[src/rtl/demux_pkg.sv]
// rtl/demux_pkg.sv - shared constants and types for the TDM demultiplexor
//   NCH           number of output channels
//   chan_t        channel index
//   MODE_SEL/TDM  channel selection mode encodings
//   DEFAULT_WIDTH default data width
package demux_pkg;

    localparam int NCH           = 4;
    localparam int DEFAULT_WIDTH = 32;

    typedef logic [1:0] chan_t;

    localparam logic MODE_SEL = 1'b0;
    localparam logic MODE_TDM = 1'b1;

endpackage

[src/rtl/demux_chan_reg.sv]
// rtl/demux_chan_reg.sv - one-entry channel holding register with valid/ready
//   clk, rst     clock, asynchronous active-high reset
//   load, data   write data into the register (takes priority over consume)
//   ready        consumer accepts the held word this cycle
//   out, valid   held word and its valid flag
module demux_chan_reg
    import demux_pkg::*;
#(
    parameter int WIDTH = DEFAULT_WIDTH
) (
    input  logic             clk,
    input  logic             rst,
    input  logic             load,
    input  logic [WIDTH-1:0] data,
    input  logic             ready,
    output logic [WIDTH-1:0] out,
    output logic             valid
);

    // Data is never cleared on consume; only valid drops.
    always_ff @(posedge clk or posedge rst) begin
        if (rst) begin
            out   <= '0;
            valid <= 1'b0;
        end else if (load) begin
            out   <= data;
            valid <= 1'b1;
        end else if (valid && ready) begin
            valid <= 1'b0;
        end
    end

endmodule

[src/rtl/demultiplexor_tdm.sv]
// rtl/demultiplexor_tdm.sv - four-way registered demultiplexor, explicit or TDM slot select
//   Clk, Rst              clock, asynchronous active-high reset
//   In, InValid, InReady  input word stream
//   Sel, Mode, FrameStart channel selection controls
//   OutN, ValidN, ReadyN  per-channel holding register handshake (N = 1..4)
//   Slot                  current TDM slot counter
module demultiplexor_tdm
    import demux_pkg::*;
#(
    parameter int WIDTH = DEFAULT_WIDTH
) (
    input  logic             Clk,
    input  logic             Rst,
    input  logic [WIDTH-1:0] In,
    input  logic             InValid,
    output logic             InReady,
    input  logic [1:0]       Sel,
    input  logic             Mode,
    input  logic             FrameStart,
    output logic [WIDTH-1:0] Out1,
    output logic [WIDTH-1:0] Out2,
    output logic [WIDTH-1:0] Out3,
    output logic [WIDTH-1:0] Out4,
    output logic             Valid1,
    output logic             Valid2,
    output logic             Valid3,
    output logic             Valid4,
    input  logic             Ready1,
    input  logic             Ready2,
    input  logic             Ready3,
    input  logic             Ready4,
    output logic [1:0]       Slot
);

    chan_t            target;
    chan_t            slot_q;
    logic             accept;
    logic [NCH-1:0]   valid_v;
    logic [NCH-1:0]   ready_v;
    logic [NCH-1:0]   load_v;
    logic [WIDTH-1:0] out_a [NCH];

    // FrameStart forces slot 0 in TDM mode; it is ignored in select mode.
    always_comb begin
        target = Sel;
        if (Mode == MODE_TDM) begin
            target = FrameStart ? chan_t'(0) : slot_q;
        end
    end

    assign ready_v = {Ready4, Ready3, Ready2, Ready1};

    // Only the targeted channel can back-pressure the input; a word can land
    // in a full channel on the same edge its current word is consumed.
    assign InReady = !valid_v[target] || ready_v[target];
    assign accept  = InValid && InReady;

    always_comb begin
        load_v = '0;
        if (accept) begin
            load_v[target] = 1'b1;
        end
    end

    for (genvar c = 0; c < NCH; c++) begin : g_chan
        demux_chan_reg #(
            .WIDTH (WIDTH)
        ) u_reg (
            .clk   (Clk),
            .rst   (Rst),
            .load  (load_v[c]),
            .data  (In),
            .ready (ready_v[c]),
            .out   (out_a[c]),
            .valid (valid_v[c])
        );
    end

    // Next slot follows the slot actually used, so a mid-frame FrameStart
    // restarts the sequence at 1.
    always_ff @(posedge Clk or posedge Rst) begin
        if (Rst) begin
            slot_q <= '0;
        end else if (accept && (Mode == MODE_TDM)) begin
            slot_q <= target + chan_t'(1);
        end
    end

    assign Slot   = slot_q;
    assign Out1   = out_a[0];
    assign Out2   = out_a[1];
    assign Out3   = out_a[2];
    assign Out4   = out_a[3];
    assign Valid1 = valid_v[0];
    assign Valid2 = valid_v[1];
    assign Valid3 = valid_v[2];
    assign Valid4 = valid_v[3];

endmodule

[config.mk]
export PLATFORM = sky130hd
export DESIGN_NAME = demultiplexor_tdm
export DESIGN_NICKNAME = d
export VERILOG_FILES = /design/src/rtl/demux_pkg.sv /design/src/rtl/demux_chan_reg.sv /design/src/rtl/demultiplexor_tdm.sv
export SDC_FILE = /design/constraint.sdc
export NUM_CORES = 1
export LEC_CHECK = 0
export CORE_MARGIN = 4
export CORE_UTILIZATION = 52
export CTS_BUF_LIST = sky130_fd_sc_hd__clkbuf_4 sky130_fd_sc_hd__clkbuf_8
export DETAILED_ROUTE_END_ITERATION = 10
export PLACE_DENSITY_LB_ADDON = 0.08
export SETUP_SLACK_MARGIN = 0.4
export SLEW_MARGIN = 0
export SYNTH_ARGS = -nofsm -noshare
export SYNTH_HDL_FRONTEND = slang
export SYNTH_SLANG_ARGS = --single-unit
export TNS_END_PERCENT = 50
[constraint.sdc]
create_clock -name Clk -period 13 [get_ports Clk]
set_input_delay 2.6 -clock Clk [delete_from_list [all_inputs] [get_ports Clk]]
set_output_delay 2.6 -clock Clk [all_outputs]
set_load 0.02 [all_outputs]
# == After elaboration in Yosys (flattened, before gate mapping) ==
# Cells that the tools add are included.
# totals
reg_bits,134
input_bits,43
out_inout_bits,135
elab_cells,42
# classes
add_sub_neg,1
order_cmp,2
n_mux,17
n_reduce_logical,13
# ops
operator,count
$mux 1,11
$reduce_bool 2->1,4
$logic_and 1x1->1,7
$bmux 1 s2,2
$mux 2,2
$mux 4,1
$lt 2x3->1 const B,1
$add 2x1->2 const B,1
$demux 1 s2,1
$ge 2x1->1 const B,1
$logic_not 1->1,1
$logic_or 1x1->1,1

# == Logic depth before layout (Yosys ltp) ==
# Gate-level depths: netlist of the first run.
# logic_depth
ltp_word,9
mapped_depth,8
mapped_depth_nobuf,6

# == Cells and area by module ==
# Synthesis of the first run repeated with hierarchy kept, for this count alone.
# hier_totals
hier_cells,325
hier_area_um2,5829.3
# by_module_without_submodules
mod,instances,cells_per_inst,area_each_um2,seq_area_each_um2
demux_chan_reg,4,72,1381.3,825.8
demultiplexor_tdm,1,37,304.0,50.0

# == Worst setup path before layout of the first run ==
# Ideal clock, no wire load.
# synth_timing
path_type,input to output
start,in FrameStart
end,out InReady
arrival_ns,3.517
required_ns,10.400
slack_ns,6.883
cell_stages,3
n_path_buf,0
path_cell_list,and3b_1 -> or2_1 -> o32ai_4
# synth_via
elab_chain_len,6
word_cells_on_any_way,8
classes_between,mux: 6; reduce/logical: 2
# synth_rtl
element,line,text
from (decl),demultiplexor_tdm.sv:19,"input logic FrameStart,"
$mux 2 (*),demultiplexor_tdm.sv:47,target = FrameStart ? chan_t'(0) : slot_q;
$mux 2 (*),demultiplexor_tdm.sv:46,if (Mode == MODE_TDM) begin
$bmux 1 s2,demultiplexor_tdm.sv:55,assign InReady = !valid_v[target] || ready_v[target];
$mux 1 (not written as such),demultiplexor_tdm.sv:55,
$logic_not 1->1,demultiplexor_tdm.sv:55,
$logic_or 1x1->1 (*),demultiplexor_tdm.sv:55,
to (decl),demultiplexor_tdm.sv:16,"output logic InReady,"
# Every way passes the cells marked *; elsewhere a longest branch is shown, timed or not. The select of a mux whose other input is x is not followed.

# == Final worst setup path of the first run ==
# layout_timing
start,in Mode
end,out InReady
# layout_via
elab_chain_len,5
word_cells_on_any_way,7
classes_between,mux: 5; reduce/logical: 2
# layout_rtl
element,line,text
from (decl),demultiplexor_tdm.sv:18,"input logic Mode,"
$mux 2 (*),demultiplexor_tdm.sv:46,
$bmux 1 s2,demultiplexor_tdm.sv:55,
$mux 1 (not written as such),demultiplexor_tdm.sv:55,
$logic_not 1->1,demultiplexor_tdm.sv:55,
$logic_or 1x1->1 (*),demultiplexor_tdm.sv:55,
# Marks and branches as above.

==> key figures, run 1 <==
Floorplan
  – I/O pin total: approximately 180
  – Initial Utilization: a little over half
  – Core area: 10800 sq um
  – Die width: between 100 and 150 um
  – DIE AREA: 12800 sq um
  – Site Rows: 38
  – Die H: 113 um

Timing
  – Slew headroom: 40.1%
  – Final Critical Period: 7.34 ns
  – RSZ-0062 raised after global routing: false
  – Clock Skews: ~0.011 ns
  – Max Clock Freq: 136 MHz
  – Fin worst setup slack: approximately 5.7 ns
  – Setup violators final: 0
  – Final Max Tran Viols: 0
  – Period utilisation layout: 56.4%
  – Slew of the pin with the lowest slew margin: 0.898 ns
  – Setup TNS: 0 ns
  – Fin. Hold Viols: 0

Run status
  – Result of the run: finished, final reports clean

Logic synthesis
  – Post-Syn Nets: 362
  – Area contributors post-synth: dfrtp_1 58%, mux2_4 28%, mux2_2 4.3%
  – Prevailing post-synth register cell: dfrtp_1
  – Synth unique cells: 25
  – Cell Area, Synth: 5770 sq um
  – Synth cell count leaders: 134 x dfrtp_1, 107 x mux2_4, 22 x mux2_2, 11 x buf_12, 7 x inv_1
  – Cells after Synth: 315
  – Post-synthesis area per instance: 18.3 sq um
  – Top-count cell post-synth: dfrtp_1
  – Register bit total from synthesis: roughly 130
  – Yosys top cell by area: dfrtp_1
  – Post-synth top area share: 58.1%
  – Async set-reset flop share out of synthesis: 100%
  – Sequential share of the synthesized area: 58.1%
  – YS warnings: 0
  – Post-synth EDFFs: 0

GRT
  – Vias in the first global route: 3776
  – Met3 usage: under 10%
  – Met1 usage in global routing: 25.7%
  – Global route overflow: 0
  – First-pass GRT wire length: 20.8 mm
  – Initial antenna violation count: 0
  – Met2 GRT Util: between 30 and 40%
  – Most crowded layer after global routing: met2
  – GR Util All Layers: 21.3%
  – Largest net degree at the start of global routing: 71

Setup path
  – Critical path data required time: 10.40 ns
  – FF-to-FF path depth: 6
  – Worst path max stage delay: 0.68 ns
  – Kind of critical path: in2out
  – Crit. path cell count: 5
  – Worst path cell trace: clkdlybuf4s50_1 -> and3b_1 -> or2_1 -> o32ai_4 -> clkdlybuf4s50_1
  – Most used cell along the critical path: clkdlybuf4s50_1
  – Worst path slowest cell: clkdlybuf4s50_1
  – Startpoint Class: input port
  – Crit path buf inv count: 2
  – Worst-path fanout max: 7
  – Largest delay share family, worst path: buffers and inverters
  – Worst Path Arrival: 4.74 ns
  – Endpoint class of the critical path: output pin

Routing
  – First-pass detailed-route iteration total: 6
  – Vias: 3285
  – Initial DRC count: 170
  – Final wirelength: 12.8 mm
  – Post-DRT Antenna Nets: 0
  – Vias per cell: 5.03
  – WL/cell: slightly below 20 um
  – DRC violations left: 0

Clock network
  – # hold bufs at CTS: 0
  – TritonCTS clock tree: yes
  – Htree depth: 4
  – CTS resizes: 0
  – Skew-Pair Late Insertion Delay: 0.45 ns
  – Clock transition at the registers of the reported paths: approximately 0.07 ns
  – Clock tree root buffer cell: clkbuf_8
  – Post-CTS Setup Inserts: 0
  – Clock Tree Buf Depth: 2
  – Clock buffer count from CTS: 17
  – Sink Count: 134

Final layout
  – Nets@finish: approximately 550
  – Core Util, Final: about 73%
  – Fill count: 748
  – Share of layout cells above drive strength 1: 34.5%
  – Inserted Diodes: 0
  – Area Overhead vs Synth: 36.8%
  – Non-filler cells, final: 653

Power
  – Max VDD drop: around 0.00016 V
  – Pwr Density: 270 nW/um^2
  – LEAKAGE: roughly 0.0036 uW

Min path
  – Hold-critical path depth: 1
  – Worst min path class: reg2reg

Placement
  – Port bufs: roughly 180
  – Place WS: ~5.7 ns
  – Global placement routability congestion: 0.791
  – Placed insts: just over 600
  – Dpl hpwl: 8.82 mm

Job
  – Max cap viols: 0
## layout make-up
cell class | count | area (sq um) | area share (%)
Inverter | 7 | 28.8 | 0.364
Clock inverter | 11 | 130 | 1.65
Sequential cell | 134 | 3350 | 42.5
Multi-Input combinational cell | 159 | 2130 | 27.0
Tap cell | 140 | 175 | 2.22
Clock buffer | 21 | 277 | 3.50
Timing Repair Buffer | 181 | 1800 | 22.8
## layout by cell type, fill, tap and decap left out
cell / count
clkinv_2: 8
and3_2: 5
mux2i_1: 1
o32ai_4: 1
clkbuf_8: 19
and3b_1: 1
mux2_2: 22
nand3_2: 1
and3b_2: 1
inv_1: 6
and2b_1: 1
nand2_1: 2
clkbuf_4: 2
buf_4: 4
bufinv_16: 3
a21o_1: 3
inv_4: 1
o211a_1: 2
or2_1: 1
and4_1: 1
clkdlybuf4s50_1: 177
nor2_1: 1
o32ai_2: 1
dfrtp_1: 134
nand3b_1: 1
ha_1: 4
nor2b_1: 1
or2b_2: 2
mux2_4: 107
## layer usage
metal | share of wire (%) | routed length, um
met4 | 1.7 | 217
met5 | 0 | 0
met2 | 49 | 6270
met1 | 41 | 5310
met3 | 8.1 | 1040
## cell families (layout without fill, tap and decap cells)
| logic type | count (synthesis) | count (layout) | synth area share [%] |
|---|---|---|---|
| buffers and inverters | 22 | 220 | 5.05 |
| AO/OA/AOI/OAI | 7 | 7 | 1.50 |
| multiplexers | 130 | 130 | 32.3 |
| flip-flops | 134 | 134 | 58.1 |
| AND/OR/NAND/NOR | 18 | 18 | 2.19 |
| adder cells (fa/ha/maj) | 4 | 4 | 0.867 |
## sequential cells by signal, indices dropped and copies added (netlist names)
signal	count
g_chan.u_reg.out	128
Slot	2
g_chan.u_reg.valid	4
## worst reg2reg max path: cells and delay by family, from the launching register on
kind / cells / cell delay (ns)
AND/OR/NAND/NOR: 3 / 1.16
buffers and inverters: 1 / 0.45
AO/OA/AOI/OAI: 1 / 0.40
flip-flops: 1 / 0.39
multiplexers: 1 / 0.39
## through the flow
stage | instance area [sq um] | total power (uW) | hold slack, ns
3_5_place_dp | 7490 | 1790 | 0.490
6_report | 7900 | 2130 | 0.509
3_3_place_gp | 7490 | 1770 | 0.490
2_1_floorplan | 5770 | 1300 | 0.606
5_1_grt | 7900 | 2240 | 0.518
4_1_cts | 7900 | 2160 | 0.512
## power by group
part / total [uW] / internal, uW / switching (uW)
Combinational: 1040 / 592 / 451
Clock: 353 / 201 / 152
Sequential: 736 / 618 / 118
Total: 2130 / 1410 / 721
## final timing paths
check,startpoint,end,slack (ns)
min reg2reg,g_chan[3].u_reg.out[4]$_DFFE_PP0P_,g_chan[3].u_reg.out[4]$_DFFE_PP0P_,0.51
max,Mode,InReady,5.66
min in group asynchronous,Rst,g_chan[3].u_reg.out[5]$_DFFE_PP0P_,2.67
max in group asynchronous,Rst,g_chan[2].u_reg.out[25]$_DFFE_PP0P_,8.97
max reg2reg,Slot[0]$_DFFE_PP0P_,g_chan[2].u_reg.out[22]$_DFFE_PP0P_,10.08
min,g_chan[3].u_reg.out[4]$_DFFE_PP0P_,g_chan[3].u_reg.out[4]$_DFFE_PP0P_,0.51
Power figures use the tool's default switching activity.
==> run 2: changes to the inputs <==
--- a/config.mk
+++ b/config.mk
@@ -6,7 +6,7 @@
 export NUM_CORES = 1
 export LEC_CHECK = 0
 export CORE_MARGIN = 4
-export CORE_UTILIZATION = 52
+export CORE_UTILIZATION = 48
 export CTS_BUF_LIST = sky130_fd_sc_hd__clkbuf_4 sky130_fd_sc_hd__clkbuf_8
 export DETAILED_ROUTE_END_ITERATION = 10
 export PLACE_DENSITY_LB_ADDON = 0.08
==> constraint.sdc (replaced) <==
create_clock -name Clk -period 7.1 [get_ports Clk]
set_input_delay 1.42 -clock Clk [delete_from_list [all_inputs] [get_ports Clk]]
set_output_delay 1.42 -clock Clk [all_outputs]
set_load 0.02 [all_outputs]
==> run 2 against run 1 <==
Compared with the run above:
- clock-buffer cell count rose by 2
- non-clock buffer count did not move
- wire length rose by 1.3%
- largest cell class unchanged
- flip-flop and latch count did not move
- sequential share of layout area fell by 0.23 points
- critical path type unchanged
- cell area rose by 0.54%
- power rose by 86%
- core utilization fell by 4.5 points
- die area rose by 7.7%
==> key figures, run 2 (synthesized netlist as in run 1, its figures left out) <==
Setup path
  – Worst Path Arrival: between 3 and 4 ns
  – Worst-path fanout max: 7
  – Kind of critical path: in2out
  – Critical path data required time: 5.68 ns
  – Startpoint Class: input port
  – Endpoint class of the critical path: output pin

Routing
  – Vias: 3319
  – Final wirelength: 13.0 mm
  – Initial DRC count: between 150 and 200
  – Post-DRT Antenna Nets: 0
  – DRC violations left: 0
  – First-pass detailed-route iteration total: 6
  – WL/cell: between 15 and 20 um
  – Vias per cell: around 5.1

Final layout
  – Reg with most FFs: g_chan.u_reg.out
  – Fill count: about 840
  – Area Overhead vs Synth: 37.6%
  – Nets@finish: between 500 and 600
  – Share of layout cells above drive strength 1: 34.5%
  – Register Area: 3350 sq um
  – Most frequent cells in the layout: 177 x clkdlybuf4s50_1, 134 x dfrtp_1, 107 x mux2_4
  – Post-route cell area: slightly below 8000 sq um
  – Inserted Diodes: 0
  – Most common cell after layout, fill and taps aside: clkdlybuf4s50_1
  – Max reg flops: about 130
  – Area of the multi-input gates: between 2000 and 2500 sq um

Clock network
  – Clock buffer count from CTS: 17
  – Sink Count: 134
  – # hold bufs at CTS: 0
  – Clock tree root buffer cell: clkbuf_8
  – Clock Tree Buf Depth: 2
  – Htree depth: 4
  – Clock transition at the registers of the reported paths: 0.07 ns
  – Post-CTS Setup Inserts: 0
  – TritonCTS clock tree: yes
  – Skew-Pair Late Insertion Delay: 0.44 ns
  – CTS resizes: 0

Timing
  – Setup TNS: 0 ns
  – Hold Slack: 0.510 ns
  – Slew of the pin with the lowest slew margin: 0.975 ns
  – Period utilisation layout: between 60% and 70%
  – Final Critical Period: 4.94 ns
  – Max Clock Freq: slightly above 200 MHz
  – RSZ-0062 raised after global routing: false
  – Final Max Tran Viols: 0
  – Setup violators final: 0
  – Clock Skews: 0.00987 ns
  – Fin. Hold Viols: 0
  – Fin worst setup slack: 2.16 ns
  – Slew headroom: 35.0%

GRT
  – Initial antenna violation count: 0
  – First-pass GRT wire length: around 21 mm
  – Global route overflow: 0
  – Vias in the first global route: 3795
  – Largest net degree at the start of global routing: 83
  – GR Util All Layers: about a fifth

Power
  – Total power: 3960 uW
  – LEAKAGE: 0.00357 uW
  – Pwr Density: between 400 and 500 nW/um^2
  – Max VDD drop: 0.000281 V

Placement
  – Post-DP Area: 7490 sq um
  – Dpl hpwl: 8.76 mm
  – Place WS: 2.16 ns
  – Port bufs: 177
  – Global placement routability congestion: 0.813

Run status
  – Result of the run: finished, final reports clean

Floorplan
  – Initial Utilization: 49.7%
  – I/O pin total: about 180
  – Die width: 118 um
  – DIE AREA: 13800 sq um
  – Site Rows: 39
  – Die H: 118 um
  – Core area: 11600 sq um

Job
  – Max cap viols: 0

Min path
  – Worst min path class: reg2reg
[run 2: cell types whose count changed in the layout (fill, tap and decap cells not counted)]
cell / before / now
bufinv_16: 3 / 4
clkinv_2: 8 / 4
clkbuf_4: 2 / 3
clkinvlp_4: 0 / 1
clkbuf_8: 19 / 20
[run 2: layer usage]
layer  GRT usage, %  routed length, um  share of wire (%)  vias to the layer above
li1               -                  -                  -                     1472
met4           6.81                143                1.1                        0
met2           31.3               6260                 48                      122
met1           22.9               5500                 42                     1715
met3           9.27               1100                8.4                       10
met5              0                  0                  0                        -
[run 2: final timing paths]
check,slack (ns),depth (start not counted),from,end
worst max-delay path,2.16,5,Mode,InReady
worst min-delay path,0.51,1,g_chan[1].u_reg.out[22]$_DFFE_PP0P_,g_chan[1].u_reg.out[22]$_DFFE_PP0P_
worst max register to register,4.19,6,Slot[0]$_DFFE_PP0P_,g_chan[2].u_reg.out[22]$_DFFE_PP0P_
worst min register to register,0.51,1,g_chan[1].u_reg.out[22]$_DFFE_PP0P_,g_chan[1].u_reg.out[22]$_DFFE_PP0P_
max in group asynchronous,4.29,3,Rst,g_chan[3].u_reg.out[31]$_DFFE_PP0P_
min in group asynchronous,1.59,2,Rst,g_chan[1].u_reg.out[14]$_DFFE_PP0P_
[run 2: per-stage QoR]
stage | utilization [%] | std cells
2_1_floorplan | - | 315
3_3_place_gp | 64.5 | 624
3_5_place_dp | 64.5 | 624
4_1_cts | 68.4 | 656
5_1_grt | 68.4 | 656
6_report | 68.4 | 656
[run 2: layout make-up]
| type | instances | share of cell area (%) |
|---|---|---|
| Clock buffer | 23 | 3.75 |
| Clock inverter | 9 | 1.86 |
| Inverter | 7 | 0.362 |
| Multi-Input combinational cell | 159 | 26.9 |
| Sequential cell | 134 | 42.2 |
| Tap cell | 143 | 2.25 |
| Timing Repair Buffer | 181 | 22.7 |
[run 2: worst max-delay path: stages]
cell and delay, ns:
clkdlybuf4s50_1 0.49, and3b_1 0.22, or2_1 0.31, o32ai_4 0.40, clkdlybuf4s50_1 0.67
[run 2: where the power goes]
group          switching [uW]  internal [uW]  total (uW)
clock                     282            420         703
sequential                223           1130        1350
combinational             822           1080        1910
